==> src/rtl/uart_rx_pkg.sv <==
// Shared types and helpers for the UART receive engine: FSM states,
// FIFO entry layout, data-bit decode and the 3-sample majority vote.
package uart_rx_pkg;

    typedef enum logic [2:0] {
        ST_IDLE    = 3'd0,
        ST_START   = 3'd1,
        ST_DATA    = 3'd2,
        ST_PARITY  = 3'd3,
        ST_STOP1   = 3'd4,
        ST_STOP2   = 3'd5,
        ST_BRKWAIT = 3'd6
    } rx_state_e;

    localparam int ENT_W    = 11;
    localparam int DATA_LSB = 0;
    localparam int DATA_MSB = 7;
    localparam int PERR_POS = 8;
    localparam int FERR_POS = 9;
    localparam int BRK_POS  = 10;

    function automatic logic [3:0] bit_count(input logic [1:0] bits);
        return 4'd5 + {2'b00, bits};
    endfunction

    function automatic logic majority3(input logic a, input logic b, input logic c);
        return (a & b) | (a & c) | (b & c);
    endfunction

endpackage

==> src/rtl/rx_sync_fifo.sv <==
// First-word-fall-through FIFO for received characters with their error flags.
// The head is presented straight from storage and reads as zero while empty.
module rx_sync_fifo
    import uart_rx_pkg::*;
#(
    parameter int DEPTH = 16,
    parameter int CNT_W = $clog2(DEPTH + 1)
) (
    input  logic             clk,
    input  logic             rst_n,
    input  logic             wr,
    input  logic [ENT_W-1:0] wdata,
    input  logic             rd,
    output logic [ENT_W-1:0] rdata,
    output logic             ne,
    output logic [CNT_W-1:0] count,
    output logic             ovf_evt
);

    localparam int PTR_W = (DEPTH > 1) ? $clog2(DEPTH) : 1;
    localparam logic [CNT_W-1:0] DEPTH_C = CNT_W'(DEPTH);

    logic [ENT_W-1:0] mem_r [DEPTH];
    logic [PTR_W-1:0] wptr_r;
    logic [PTR_W-1:0] rptr_r;
    logic [CNT_W-1:0] count_r;
    logic [CNT_W-1:0] count_nx_s;
    logic             full_r;
    logic             ne_r;
    logic             do_rd_s;
    logic             do_wr_s;

    // Qualify requests, derive next occupancy and present the head entry
    always_comb begin
        do_rd_s = rd & ne_r;
        do_wr_s = wr & (~full_r | do_rd_s);
        ovf_evt = wr & full_r & ~do_rd_s;
        case ({do_wr_s, do_rd_s})
            2'b10:   count_nx_s = count_r + CNT_W'(1);
            2'b01:   count_nx_s = count_r - CNT_W'(1);
            default: count_nx_s = count_r;
        endcase
        if (ne_r) begin
            rdata = mem_r[rptr_r];
        end else begin
            rdata = '0;
        end
    end

    // Pointers and occupancy flags
    always_ff @(posedge clk or negedge rst_n) begin
        if (!rst_n) begin
            wptr_r  <= '0;
            rptr_r  <= '0;
            count_r <= '0;
            full_r  <= 1'b0;
            ne_r    <= 1'b0;
        end else begin
            if (do_wr_s) wptr_r <= wptr_r + PTR_W'(1);
            if (do_rd_s) rptr_r <= rptr_r + PTR_W'(1);
            count_r <= count_nx_s;
            full_r  <= (count_nx_s == DEPTH_C);
            ne_r    <= (count_nx_s != '0);
        end
    end

    // Entry storage; contents are never visible while empty, so no reset
    always_ff @(posedge clk) begin
        if (do_wr_s) mem_r[wptr_r] <= wdata;
    end

    assign ne    = ne_r;
    assign count = count_r;

endmodule

==> src/rtl/uart_rx_fifo.sv <==
// UART receive engine: line synchroniser, oversample tick generator and frame
// FSM with majority voting, feeding a FWFT FIFO of characters plus error flags.
module uart_rx_fifo
    import uart_rx_pkg::*;
#(
    parameter int DIV_W = 19,
    parameter int OVS   = 16,
    parameter int DEPTH = 16,
    parameter int CNT_W = $clog2(DEPTH + 1)
) (
    input  logic             i_clk,
    input  logic             i_rst_n,
    input  logic             i_rx,
    input  logic [DIV_W-1:0] i_rate,
    input  logic [1:0]       i_bits,
    input  logic             i_pen,
    input  logic             i_ohel,
    input  logic             i_stop2,
    input  logic             i_read,
    input  logic             i_clr_ovf,
    output logic             o_rxrdy,
    output logic [7:0]       o_rx_dout,
    output logic             o_perr,
    output logic             o_ferr,
    output logic             o_brk,
    output logic             o_ovf,
    output logic [CNT_W-1:0] o_count
);

    localparam int S_W = $clog2(OVS);
    localparam logic [S_W-1:0] S_V0   = S_W'(OVS / 2 - 1);
    localparam logic [S_W-1:0] S_V1   = S_W'(OVS / 2);
    localparam logic [S_W-1:0] S_V2   = S_W'(OVS / 2 + 1);
    localparam logic [S_W-1:0] S_LAST = S_W'(OVS - 1);

    logic             rx_meta_r, rx_sync_r;
    logic [DIV_W-1:0] tick_cnt_r;
    logic             tick_s;
    rx_state_e        state_r, state_nx_s;
    logic [S_W-1:0]   s_r;
    logic             v0_r, v1_r, maj_s, vote_s, last_s, start_s, data_last_s;
    logic [2:0]       bit_idx_r;
    logic [3:0]       nbits_r;
    logic             pen_r, ohel_r, stop2_r;
    logic [7:0]       shift_r;
    logic             par_r, perr_r, ferr_r, zero_r;
    logic             done_s, brk_s;
    logic [ENT_W-1:0] entry_s, wdata_r, head_s;
    logic             wr_r, ovf_r, ovf_evt_s;

    // Two-flop synchroniser, idle-high preset
    always_ff @(posedge i_clk or negedge i_rst_n) begin
        if (!i_rst_n) begin
            rx_meta_r <= 1'b1;
            rx_sync_r <= 1'b1;
        end else begin
            rx_meta_r <= i_rx;
            rx_sync_r <= rx_meta_r;
        end
    end

    // Oversample tick generator; >= recovers if i_rate shrinks below the count
    always_ff @(posedge i_clk or negedge i_rst_n) begin
        if (!i_rst_n) begin
            tick_cnt_r <= '0;
        end else if (tick_s) begin
            tick_cnt_r <= '0;
        end else begin
            tick_cnt_r <= tick_cnt_r + DIV_W'(1);
        end
    end

    // Sample-point strobes and the majority vote of the three mid-bit samples
    always_comb begin
        tick_s      = (tick_cnt_r >= i_rate);
        vote_s      = tick_s & (s_r == S_V2);
        last_s      = tick_s & (s_r == S_LAST);
        start_s     = (state_r == ST_IDLE) & tick_s & ~rx_sync_r;
        maj_s       = majority3(v0_r, v1_r, rx_sync_r);
        data_last_s = ({1'b0, bit_idx_r} == (nbits_r - 4'd1));
    end

    // FSM state register
    always_ff @(posedge i_clk or negedge i_rst_n) begin
        if (!i_rst_n) begin
            state_r <= ST_IDLE;
        end else begin
            state_r <= state_nx_s;
        end
    end

    // FSM next-state logic
    always_comb begin
        state_nx_s = state_r;
        case (state_r)
            ST_IDLE:    if (start_s) state_nx_s = ST_START; else state_nx_s = state_r;
            ST_START: begin
                if (vote_s && maj_s)  state_nx_s = ST_IDLE;
                else if (last_s)      state_nx_s = ST_DATA;
                else                  state_nx_s = state_r;
            end
            ST_DATA: begin
                if (last_s && data_last_s) state_nx_s = pen_r ? ST_PARITY : ST_STOP1;
                else                       state_nx_s = state_r;
            end
            ST_PARITY:  if (last_s) state_nx_s = ST_STOP1; else state_nx_s = state_r;
            ST_STOP1: begin
                if (vote_s && !stop2_r)      state_nx_s = brk_s ? ST_BRKWAIT : ST_IDLE;
                else if (last_s && stop2_r)  state_nx_s = ST_STOP2;
                else                         state_nx_s = state_r;
            end
            ST_STOP2: begin
                if (vote_s) state_nx_s = brk_s ? ST_BRKWAIT : ST_IDLE;
                else        state_nx_s = state_r;
            end
            ST_BRKWAIT: if (rx_sync_r) state_nx_s = ST_IDLE; else state_nx_s = state_r;
            default:    state_nx_s = ST_IDLE;
        endcase
    end

    // FSM outputs: frame completion strobe and the entry to be queued
    always_comb begin
        done_s  = vote_s & (((state_r == ST_STOP1) & ~stop2_r) | (state_r == ST_STOP2));
        brk_s   = zero_r & ~maj_s;
        entry_s = '0;
        if (brk_s) begin
            entry_s[BRK_POS]  = 1'b1;
            entry_s[FERR_POS] = 1'b1;
            entry_s[PERR_POS] = perr_r;
        end else begin
            entry_s[DATA_MSB:DATA_LSB] = shift_r;
            entry_s[FERR_POS]          = ferr_r | ~maj_s;
            entry_s[PERR_POS]          = perr_r;
        end
    end

    // Sample counter and early vote samples; cleared whenever the frame ends
    always_ff @(posedge i_clk or negedge i_rst_n) begin
        if (!i_rst_n) begin
            s_r  <= '0;
            v0_r <= 1'b1;
            v1_r <= 1'b1;
        end else begin
            if (state_r == ST_IDLE || state_r == ST_BRKWAIT || state_nx_s == ST_IDLE) begin
                s_r <= '0;
            end else if (tick_s) begin
                s_r <= (s_r == S_LAST) ? '0 : s_r + S_W'(1);
            end
            if (tick_s && s_r == S_V0) v0_r <= rx_sync_r;
            if (tick_s && s_r == S_V1) v1_r <= rx_sync_r;
        end
    end

    // Frame datapath: config latch, shift register and error accumulation
    always_ff @(posedge i_clk or negedge i_rst_n) begin
        if (!i_rst_n) begin
            nbits_r   <= 4'd5;
            pen_r     <= 1'b0;
            ohel_r    <= 1'b0;
            stop2_r   <= 1'b0;
            shift_r   <= 8'h00;
            bit_idx_r <= 3'd0;
            par_r     <= 1'b0;
            perr_r    <= 1'b0;
            ferr_r    <= 1'b0;
            zero_r    <= 1'b1;
        end else if (start_s) begin
            nbits_r   <= bit_count(i_bits);
            pen_r     <= i_pen;
            ohel_r    <= i_ohel;
            stop2_r   <= i_stop2;
            shift_r   <= 8'h00;
            bit_idx_r <= 3'd0;
            par_r     <= 1'b0;
            perr_r    <= 1'b0;
            ferr_r    <= 1'b0;
            zero_r    <= 1'b1;
        end else begin
            if (vote_s) begin
                case (state_r)
                    ST_DATA: begin
                        shift_r[bit_idx_r] <= maj_s;
                        par_r              <= par_r ^ maj_s;
                        zero_r             <= zero_r & ~maj_s;
                    end
                    ST_PARITY: begin
                        perr_r <= ((par_r ^ maj_s) != ohel_r);
                        zero_r <= zero_r & ~maj_s;
                    end
                    ST_STOP1: begin
                        ferr_r <= ferr_r | ~maj_s;
                        zero_r <= zero_r & ~maj_s;
                    end
                    default: zero_r <= zero_r;
                endcase
            end
            if (last_s && state_r == ST_DATA) bit_idx_r <= bit_idx_r + 3'd1;
        end
    end

    // Registered FIFO write and sticky overflow (set wins over clear)
    always_ff @(posedge i_clk or negedge i_rst_n) begin
        if (!i_rst_n) begin
            wr_r    <= 1'b0;
            wdata_r <= '0;
            ovf_r   <= 1'b0;
        end else begin
            wr_r    <= done_s;
            wdata_r <= entry_s;
            if (ovf_evt_s)      ovf_r <= 1'b1;
            else if (i_clr_ovf) ovf_r <= 1'b0;
        end
    end

    rx_sync_fifo #(
        .DEPTH (DEPTH),
        .CNT_W (CNT_W)
    ) u_fifo (
        .clk     (i_clk),
        .rst_n   (i_rst_n),
        .wr      (wr_r),
        .wdata   (wdata_r),
        .rd      (i_read),
        .rdata   (head_s),
        .ne      (o_rxrdy),
        .count   (o_count),
        .ovf_evt (ovf_evt_s)
    );

    assign o_rx_dout = head_s[DATA_MSB:DATA_LSB];
    assign o_perr    = head_s[PERR_POS];
    assign o_ferr    = head_s[FERR_POS];
    assign o_brk     = head_s[BRK_POS];
    assign o_ovf     = ovf_r;

endmodule

==> config.mk <==
export PLATFORM = sky130hd
export DESIGN_NAME = uart_rx_fifo
export DESIGN_NICKNAME = d
export VERILOG_FILES = /design/src/rtl/uart_rx_pkg.sv /design/src/rtl/rx_sync_fifo.sv /design/src/rtl/uart_rx_fifo.sv
export SDC_FILE = /design/constraint.sdc
export NUM_CORES = 1
export LEC_CHECK = 0
export CAP_MARGIN = 0
export CORE_ASPECT_RATIO = 0.5
export CORE_MARGIN = 4
export CORE_UTILIZATION = 55
export CTS_CLUSTER_SIZE = 8
export DETAILED_ROUTE_END_ITERATION = 10
export GPL_TIMING_DRIVEN = 0
export PLACE_DENSITY_LB_ADDON = 0.1
export SLEW_MARGIN = 20
export SYNTH_ARGS = -nofsm -noshare
export SYNTH_HDL_FRONTEND = slang
export SYNTH_HIERARCHICAL = 1
export SYNTH_SLANG_ARGS = --single-unit
==> constraint.sdc <==
create_clock -name i_clk -period 3 [get_ports i_clk]
set_clock_uncertainty 0.05 [all_clocks]
set_input_delay 0.9 -clock i_clk [delete_from_list [all_inputs] [get_ports i_clk]]
set_output_delay 0.9 -clock i_clk [all_outputs]
set_load 0.01 [all_outputs]
==> impl_metrics.env, run 1 <==
export IMPL_status="complete, but fails checks"
export IMPL_violations="setup timing"
export IMPL_ant_nets=0
export IMPL_power_density_nw_per_um2=562
export IMPL_crit_fanout=5
export IMPL_root_buffer="clkbuf_16"
export IMPL_synth_largest_area_cell="edfxtp_1"
export IMPL_startpoint_type="register"
export IMPL_critPathRequiredTime_ps=2050
export IMPL_synth_edff_count=176
export IMPL_ys_types=58
export IMPL_clkLatencyLatePin_ps=510
export IMPL_port_buffers=46
export IMPL_worst_path_buf_inv=4
export IMPL_slew_headroom_pct=27.7
export IMPL_dieArea_um2=22900
export IMPL_hold_path_class="input port to asynchronous set/reset pin"
export IMPL_period_share_pct=120
export IMPL_grt_usage_pct=21.9
export IMPL_clockBufferDepth=3
export IMPL_drt_initial_drc_count=589
export IMPL_numCtsBuffers=37
export IMPL_firstDrtPassIters=5
export IMPL_maxCapViolations=0
export IMPL_antenna_cells=0
export IMPL_synthArstFlopShare_pct=31.3
export IMPL_synth_area_leaders="edfxtp_1 47%, dfrtp_1 16%, mux4_2 9.8%"
export IMPL_synth_common_cells="176 x edfxtp_1, 73 x dfrtp_1, 67 x nor2_1, 49 x mux4_2, 37 x inv_1"
export IMPL_critPathCaptureType="output pin"
export IMPL_synth_cells=728
export IMPL_cts_sinks=256
export IMPL_period_needed_ps=3610
export IMPL_finalWeightedCongestion=0.813
export IMPL_syn_cell_area_um2=11200
export IMPL_start_util_pct=56.8
export IMPL_synth_most_common_cell="edfxtp_1"
export IMPL_power_w=0.00780
export IMPL_layout_drive_gt1_share_pct=26.3
export IMPL_final_core_util_pct=70.1
export IMPL_grt_antenna_before_repair=0
export IMPL_cp_data_arrival_time_ps=2660
export IMPL_die_h_um=109
export IMPL_rsz0062_at_grt="yes"
export IMPL_yosysTopAreaCellShare_pct=47.0
export IMPL_route_detailed_drc=0
export IMPL_criticalPathCategory="register to output pin"
export IMPL_nets=907
export IMPL_ys_ff_latch=256
export IMPL_hold_viol=0
export IMPL_pin_count=47
export IMPL_core_area_um2=19800
export IMPL_slowest_stage="mux4_2"
export IMPL_placed_cell_area_um2=12200
export IMPL_max_freq_mhz=277
export IMPL_path_delay_family="multiplexers"
export IMPL_fin_setup_tns_ps=-6390
export IMPL_via_count=6588
export IMPL_tightest_slew_ps=1080
export IMPL_ys_seq_area_share_pct=64.9
export IMPL_cts_tree="yes"
export IMPL_setup_violations=11
export IMPL_areaGrowthSynthToFinish_pct=23.4
export IMPL_htree_num_levels=2
export IMPL_wirelength_mm=25.1
export IMPL_post_place_ws_ps=-912
export IMPL_via_per_inst=5.84
export IMPL_hpwl_mm=14.8
export IMPL_fin_area_um2=13900
export IMPL_grt_max_degree=43
export IMPL_die_w_um=210
export IMPL_ys_flop_type="edfxtp_1"
export IMPL_overflow=0
export IMPL_syn_num_nets=791
export IMPL_ys_warn_count=6
export IMPL_fin_ws_ps=-606
export IMPL_grt_pass1_vias=6645
export IMPL_path_cells="buf_12 -> buf_8 -> buf_12 -> mux4_2 -> mux4_2 -> and2_1 -> buf_2"
export IMPL_cp_slowest_stage_delay_ps=560
export IMPL_peakVddDrop_v=0.000329
export IMPL_syn_area_per_cell_um2=15.4
export IMPL_rows=36
export IMPL_routedWlPerCell_um=22.2
export IMPL_slew_viol_final=0
export IMPL_fillers=1292
export IMPL_grt_first_pass_wirelength_mm=38.1
export IMPL_power_leakage_nw=5.72
export IMPL_clkTransAtPathRegs_ps=60
-- per-layer routing --
layer	vias to the layer above	part of all wire, %	track usage (%)
met1	3377	44	30.9
met2	213	48	35.7
met4	0	0.79	3.68
met5	-	0	0
met3	24	7.3	5.78
li1	2974	-	-
-- metrics by stage --
step / std cells / hold WS, ps
2_1_floorplan: 728 / 295
3_3_place_gp: 1040 / 296
3_5_place_dp: 1045 / 300
4_1_cts: 1119 / 307
5_1_grt: 1128 / 309
6_report: 1128 / 307
-- flip-flops by register name (all words and copies together), names as in the netlist, 3 cells and up --
register,cells
bit_idx_r,3
nbits_r,4
s_r,4
shift_r,8
state_r,3
tick_cnt_r,19
u_fifo/count,5
u_fifo/mem_r,176
u_fifo/rptr_r,4
u_fifo/wptr_r,4
wdata_r,11
-- area by class of cell --
cell class / count / area [um2] / area share [%]
Clock inverter: 3 / 66.3 / 0.478
Timing Repair Buffer: 77 / 801 / 5.77
Inverter: 37 / 139 / 1.00
Tap cell: 266 / 333 / 2.40
Buffer: 34 / 288 / 2.08
Sequential cell: 256 / 7300 / 52.6
Multi-Input combinational cell: 401 / 3960 / 28.5
Clock buffer: 54 / 990 / 7.14
-- cells by family after synthesis --
logic type	synth area share, %
compound gates	3.65
xor+xnor	2.81
fa+ha+maj	3.89
buf+inv	2.90
flops	64.9
mux	12.9
simple gates	8.91
-- worst reg2reg max path, stage by stage, from the launching register on --
cell,delay (ps)
dfrtp_1,450
ha_4,270
a21o_1,160
a221o_1,380
a221oi_4,360
o21ai_4,130
buf_6,140
buf_6,100
and3_4,160
or3_1,360
a31oi_1,130
-- report_power, final --
group | switching [W] | total [W] | internal [W]
clock | 0.00148 | 0.00376 | 0.00228
combinational | 0.000100 | 0.000205 | 0.000105
sequential | 0.0000445 | 0.00383 | 0.00379
total | 0.00162 | 0.00780 | 0.00618
-- final timing paths --
kind                       slack (ps)  cells past startpoint                 endpoint                    startpoint
max in group asynchronous        1920                      2         v0_r$_DFFE_PN1P_                       i_rst_n
max                              -610                      7             o_rx_dout[7]  u_fifo/rptr_r[0]$_DFFE_PN0P_
min reg2reg                       310                      0      rx_sync_r$_DFF_PN1_           rx_meta_r$_DFF_PN1_
max reg2reg                       240                     10       s_r[2]$_DFFE_PN0P_       tick_cnt_r[8]$_DFF_PN0_
min in group i_clk                310                      0      rx_sync_r$_DFF_PN1_           rx_meta_r$_DFF_PN1_
min                               310                      1  tick_cnt_r[3]$_DFF_PN0_                       i_rst_n
-- placed cells by master (no fill, tap or decap), types with 5 or more instances in the layout --
cell,instances
edfxtp_1,176
dfrtp_1,73
nor2_1,56
mux4_2,52
clkbuf_16,39
inv_1,28
clkbuf_1,27
clkdlybuf4s50_1,24
ha_1,22
and2_1,21
nand2_1,21
xor2_1,19
buf_4,18
a21oi_1,17
xnor2_1,17
nand3_1,16
buf_6,14
nand4_1,13
buf_2,13
nor2_2,11
ha_4,10
inv_2,9
and3_1,9
mux2i_1,9
nand2b_1,8
o21ai_0,7
buf_12,7
dfstp_2,7
dlymetal6s2s_1,6
o21ai_1,5
nor3_1,5
nand4b_1,5
-- what timing repair did --
action,4_1_cts,5_1_grt
pin swaps,18,18
hold buffers,0,0
setup endpoints to repair,58,62
cloned,2,2
hold endpoints to repair,0,0
setup buffers,16,7
resized for setup,101,45
Note: power is estimated with default switching activity, not from simulation.
==> inputs of run 2 (changes only) <==
--- a/config.mk
+++ b/config.mk
@@ -5,7 +5,7 @@
 export SDC_FILE = /design/constraint.sdc
 export NUM_CORES = 1
 export LEC_CHECK = 0
-export CAP_MARGIN = 0
+export CAP_MARGIN = 20
 export CORE_ASPECT_RATIO = 0.5
 export CORE_MARGIN = 4
 export CORE_UTILIZATION = 55
@@ -16,5 +16,4 @@
 export SLEW_MARGIN = 20
 export SYNTH_ARGS = -nofsm -noshare
 export SYNTH_HDL_FRONTEND = slang
-export SYNTH_HIERARCHICAL = 1
 export SYNTH_SLANG_ARGS = --single-unit
==> impl_metrics.env, run 2 <==
export IMPL_synth_common_cells="176 x edfxtp_1, 73 x dfrtp_1, 55 x mux4_2, 53 x nor2_1, 52 x inv_1"
export IMPL_synth_edff_count=176
export IMPL_yosysTopAreaCellShare_pct=46.9
export IMPL_synthAdderAreaFrac_pct=4.16
export IMPL_syn_cell_area_um2=11300
export IMPL_startpoint_type="register"
export IMPL_top_register="u_fifo.mem_r"
export IMPL_reg2reg_depth=9
export IMPL_synth_largest_area_cell="edfxtp_1"
export IMPL_setup_violations=11
export IMPL_synth_top_family_by_area="multiplexers"
export IMPL_synthArstFlopShare_pct=31.3
export IMPL_power_w=0.0102
export IMPL_ys_warn_count=0
export IMPL_yosys_area_share_simple_pct=9.07
export IMPL_swShare_pct=26.6
export IMPL_port_buffers=46
export IMPL_critPathCaptureType="output pin"
export IMPL_synth_area_leaders="edfxtp_1 47%, dfrtp_1 16%, mux4_2 11%"
export IMPL_core_area_um2=19800
export IMPL_rsz0062_at_grt="yes"
export IMPL_p_seq_share_pct=39.2
export IMPL_fin_ws_ps=-660
export IMPL_numCtsBuffers=37
export IMPL_power_leakage_nw=5.82
export IMPL_antenna_cells=0
export IMPL_die_h_um=109
export IMPL_grt_pass1_vias=6800
export IMPL_power_density_nw_per_um2=731
export IMPL_cp_slowest_stage_delay_ps=490
export IMPL_comb_power_share_pct=23.7
export IMPL_nets=930
export IMPL_synth_most_common_cell="edfxtp_1"
export IMPL_cp_data_arrival_time_ps=2710
export IMPL_hold_slack_ps=252
export IMPL_via_count=6710
export IMPL_cts_sinks=256
export IMPL_synthXorXnorAreaFrac_pct=2.93
export IMPL_crit_start="u_fifo.rptr_r[0]$_DFFE_PN0P_"
export IMPL_status="complete, but fails checks"
export IMPL_crit_top_cell="buf_12"
export IMPL_dieArea_um2=23000
export IMPL_pin_count=47
export IMPL_largest_register_ffs=176
export IMPL_period_needed_ps=3660
export IMPL_grt_usage_pct=22.4
export IMPL_via_per_inst=5.83
export IMPL_ys_types=66
export IMPL_final_core_util_pct=70.9
export IMPL_final_cell_mix="176 x edfxtp_1, 73 x dfrtp_1, 55 x mux4_2"
export IMPL_cts_tree="yes"
export IMPL_violations="setup timing"
export IMPL_clkTransAtPathRegs_ps=50
export IMPL_finalWeightedCongestion=0.826
export IMPL_p_int_w=0.00752
export IMPL_max_freq_mhz=273
export IMPL_hpwl_mm=15.3
export IMPL_switchingPower_w=0.00272
export IMPL_wirelength_mm=25.2
export IMPL_clkLatencyLatePin_ps=510
export IMPL_route_detailed_drc=0
export IMPL_overflow=0
export IMPL_areaGrowthSynthToFinish_pct=24.3
export IMPL_path_delay_family="multiplexers"
export IMPL_hold_buffers=0
export IMPL_hold_viol=0
export IMPL_hold_path_class="input port to asynchronous set/reset pin"
export IMPL_criticalPathCategory="register to output pin"
export IMPL_ant_nets=0
export IMPL_period_share_pct=122
export IMPL_r2r_end="s_r[3]$_DFFE_PN0P_"
export IMPL_share_clk_of_total_power_pct=37.0
export IMPL_grt_max_degree=57
export IMPL_firstDrtPassIters=5
export IMPL_synth_cells=736
export IMPL_maxCapViolations=0
export IMPL_grt_antenna_before_repair=1
export IMPL_synth_compound_gate_area_share_pct=4.62
export IMPL_root_buffer="clkbuf_16"
export IMPL_ys_ff_latch=256
export IMPL_slew_viol_final=0
export IMPL_slowest_stage="mux4_2"
export IMPL_routedWlPerCell_um=21.9
export IMPL_htree_num_levels=2
export IMPL_critPathRequiredTime_ps=2050
export IMPL_path_cells="buf_12 -> buf_12 -> buf_12 -> buf_6 -> mux4_2 -> mux4_2 -> and2_4 -> buf_6"
export IMPL_final_common_cell="edfxtp_1"
export IMPL_synthMuxAreaShare_pct=11.5
export IMPL_tightest_slew_ps=1050
export IMPL_drt_initial_drc_count=635
export IMPL_clockBufferDepth=3
export IMPL_syn_num_nets=801
export IMPL_syn_area_per_cell_um2=15.3
export IMPL_die_w_um=211
export IMPL_rows=36
export IMPL_start_util_pct=57.0
export IMPL_r2r_slack_ps=330
export IMPL_r2r_start="tick_cnt_r[16]$_DFF_PN0_"
export IMPL_top_regs="u_fifo.mem_r x176, tick_cnt_r x19, wdata_r x11"
export IMPL_grt_first_pass_wirelength_mm=38.9
export IMPL_crit_fanout=5
export IMPL_layout_drive_gt1_share_pct=27.8
export IMPL_ys_seq_area_share_pct=64.7
export IMPL_slew_headroom_pct=29.5
export IMPL_peakVddDrop_v=0.000401
export IMPL_ys_flop_type="edfxtp_1"
export IMPL_worst_path_buf_inv=5
==> run 2: cells by family after synthesis <==
kind of cell               after synthesis
xor gates and xnor gates                36
buffers and inverters                   82
AOI/OAI and AO/OA                       69
muxes                                   61
adders and majority gates               37
DFF                                    256
and+or+nand+nor                        195
==> run 2: per-layer routing <==
metal / GRT usage [%] / wire, um
met3: 6.06 / 1940
met2: 36.7 / 12100
met5: 0 / 13
met1: 30.6 / 10700
met4: 5.69 / 439
==> run 2: cell type report <==
class	instances	area [um2]
Timing Repair Buffer	90	930
Fill cell	1272	5750
Buffer	29	265
Inverter	52	198
Sequential cell	256	7300
Multi-Input combinational cell	399	3950
Clock buffer	56	1020
Tap cell	266	333
Clock inverter	2	36.3
==> run 2: worst max-delay path by stage <==
stage | endpoint | slack, ps | depth (start not counted)
floorplan | o_brk | 2 | 5
global placement | u_fifo.rptr_r[3]$_DFFE_PN0P_ | -1920 | 1
detailed placement | o_rx_dout[0] | -1130 | 6
CTS | o_rx_dout[5] | -700 | 8
global route | o_rx_dout[2] | -710 | 8
finish | o_ferr | -660 | 8
==> run 2: per-stage QoR <==
stage | setup WS, ps | TNS (ps) | instance area, um2 | cells
3_5_place_dp | -1130 | -98600 | 12200 | 1057
2_1_floorplan | 2.17 | 0 | 11300 | 736
6_report | -660 | -6860 | 14000 | 1150
4_1_cts | -704 | -7230 | 13700 | 1137
5_1_grt | -709 | -7440 | 14000 | 1150
3_3_place_gp | -1920 | -308400 | 12100 | 1048
==> run 2: timing repair <==
action | in CTS | in global routing
pin swaps | 5 | 27
setup buffers | 19 | 16
endpoints found under the setup margin | 48 | 110
gates resized for setup | 95 | 65
gates cloned | 3 | 0
==> run 2: power by group through the flow <==
| stage | registers, W | logic (W) | clock network, W |
|---|---|---|---|
| detailed placement | 0.00407 | 0.00172 | 0 |
| floorplan | 0.00404 | 0.00115 | 0 |
| CTS | 0.00402 | 0.00233 | 0.00384 |
| finish | 0.00402 | 0.00243 | 0.00380 |
| global route | 0.00404 | 0.00262 | 0.00406 |
| global placement | 0.00406 | 0.00170 | 0 |
==> inputs of run 3 (changes only) <==
--- a/config.mk
+++ b/config.mk
@@ -12,7 +12,8 @@
 export CTS_CLUSTER_SIZE = 8
 export DETAILED_ROUTE_END_ITERATION = 10
 export GPL_TIMING_DRIVEN = 0
-export PLACE_DENSITY_LB_ADDON = 0.1
+export PLACE_DENSITY_LB_ADDON = 0.25
+export SKIP_CTS_REPAIR_TIMING = 1
 export SLEW_MARGIN = 20
 export SYNTH_ARGS = -nofsm -noshare
 export SYNTH_HDL_FRONTEND = slang
==> impl_metrics.env, run 3 (synthesis gave the netlist of run 2 again) <==
export IMPL_layout_cells_non_filler=1148
export IMPL_crit_fanout=4
export IMPL_cts_sinks=256
export IMPL_fillers=1240
export IMPL_startpoint_type="register"
export IMPL_placed_cell_area_um2=12200
export IMPL_cp_slowest_stage_delay_ps=470
export IMPL_pin_count=47
export IMPL_hold_path_class="register to register"
export IMPL_grt_max_degree=43
export IMPL_areaGrowthSynthToFinish_pct=23.4
export IMPL_met1_usage_pct=29.9
export IMPL_fin_setup_tns_ps=-5700
export IMPL_finalWeightedCongestion=0.854
export IMPL_via_per_inst=5.87
export IMPL_path_cells="buf_4 -> clkbuf_16 -> buf_4 -> mux4_2 -> mux4_2 -> and2_1 -> clkbuf_2"
export IMPL_fin_ws_ps=-578
export IMPL_dieArea_um2=23000
export IMPL_wirelength_mm=25.6
export IMPL_violations="setup timing"
export IMPL_rsz0062_at_grt="yes"
export IMPL_die_h_um=109
export IMPL_setup_violations=11
export IMPL_cts_tree="yes"
export IMPL_top_register="u_fifo.mem_r"
export IMPL_dpl_cell_count=1057
export IMPL_drt_initial_drc_count=682
export IMPL_regArea_um2=7300
export IMPL_criticalPathCategory="register to output pin"
export IMPL_period_share_pct=119
export IMPL_nets=918
export IMPL_grt_first_pass_wirelength_mm=37.1
export IMPL_clockBufferDepth=3
export IMPL_met3_usage_pct=5.52
export IMPL_largest_register_ffs=176
export IMPL_slew_headroom_pct=28.9
export IMPL_slowest_stage="mux4_2"
export IMPL_clkTransAtPathRegs_ps=50
export IMPL_period_needed_ps=3580
export IMPL_overflow=0
export IMPL_core_area_um2=19800
export IMPL_status="complete, but fails checks"
export IMPL_fin_area_um2=13900
export IMPL_critPathRequiredTime_ps=2050
export IMPL_multiInputGateArea_um2=3950
export IMPL_max_freq_mhz=279
export IMPL_final_common_cell="edfxtp_1"
export IMPL_numCtsBuffers=37
export IMPL_power_leakage_nw=5.75
export IMPL_tightest_slew_ps=1060
export IMPL_root_buffer="clkbuf_16"
export IMPL_clkLatencyLatePin_ps=520
export IMPL_grt_antenna_before_repair=0
export IMPL_port_buffers=46
export IMPL_power_density_nw_per_um2=733
export IMPL_hpwl_mm=15.2
export IMPL_slew_viol_final=0
export IMPL_rows=36
export IMPL_grt_usage_pct=21.1
export IMPL_top_regs="u_fifo.mem_r x176, tick_cnt_r x19, wdata_r x11"
export IMPL_via_count=6739
export IMPL_hold_slack_ps=304
export IMPL_hold_viol=0
export IMPL_cp_data_arrival_time_ps=2630
export IMPL_peakVddDrop_v=0.000405
export IMPL_maxCapViolations=0
export IMPL_firstDrtPassIters=5
export IMPL_grt_pass1_vias=6749
export IMPL_busiest_layer="met2"
export IMPL_antenna_cells=0
export IMPL_final_cell_mix="176 x edfxtp_1, 72 x dfrtp_1, 55 x mux4_2"
export IMPL_layout_drive_gt1_share_pct=27.1
export IMPL_ant_nets=0
export IMPL_grt_use_met2_pct=33.9
export IMPL_route_detailed_drc=0
export IMPL_start_util_pct=57.0
export IMPL_critPathCaptureType="output pin"
export IMPL_htree_num_levels=2
export IMPL_routedWlPerCell_um=22.3
export IMPL_die_w_um=211
-- run 3: cell count changes in the layout (fill, tap and decap cells not counted), sizes merged --
cell           previous run  this run
clkinv                    1         2
o211ai                    2         1
clkbuf                   69        91
clkdlybuf4s15             1         0
buf                      71        49
clkinvlp                  0         1
inv                      53        51
-- run 3: critical path, delay by kind of cell, from the launching register on --
kind | cells | cell delay (ps)
mux | 2 | 930
buf+inv | 4 | 570
flops | 1 | 430
simple gates | 1 | 180
-- run 3: area by class of cell --
cell class                 count  share of cell area (%)
buffer                        30                    1.92
clock buffer                  66                    7.59
clock inverter                 2                   0.261
inverter                      52                    1.54
multi-input combinational    398                    28.4
sequential                   256                    52.4
tap                          266                    2.39
timing repair buffer          78                    5.48
-- run 3: power by group --
part | internal (W) | switching, W
Sequential | 0.00387 | 0.000153
Combinational | 0.00118 | 0.00107
Clock | 0.00238 | 0.00155
-- run 3: path summary, 6_finish.rpt --
| kind | start | cells past startpoint | to | slack (ps) |
|---|---|---|---|---|
| setup / recovery | u_fifo.rptr_r[0]$_DFFE_PN0P_ | 7 | o_rx_dout[2] | -580 |
| hold / removal | rx_meta_r$_DFF_PN1_ | 0 | rx_sync_r$_DFF_PN1_ | 300 |
| setup reg to reg | tick_cnt_r[0]$_DFF_PN0_ | 10 | shift_r[6]$_DFFE_PN0P_ | 330 |
| hold reg to reg | rx_meta_r$_DFF_PN1_ | 0 | rx_sync_r$_DFF_PN1_ | 300 |
| max in group asynchronous | i_rst_n | 2 | v0_r$_DFFE_PN1P_ | 1920 |
| min in group asynchronous | i_rst_n | 1 | par_r$_DFFE_PN0P_ | 320 |
-- run 3: layer usage --
metal / wire (um) / part of all wire (%)
met1: 10800 / 42
met2: 12200 / 48
met3: 2070 / 8.1
met4: 524 / 2.0
met5: 0 / 0
-- run 3: metrics by stage --
step                      util [%]  total power (W)  setup slack, ps
final                         70.4           0.0102             -578
after global routing          70.4           0.0106             -633
after CTS                     67.1          0.00966            -1630
after detailed placement      61.6          0.00577            -1050
after global placement        61.1          0.00572            -1820
after floorplan                  -          0.00519             2.17
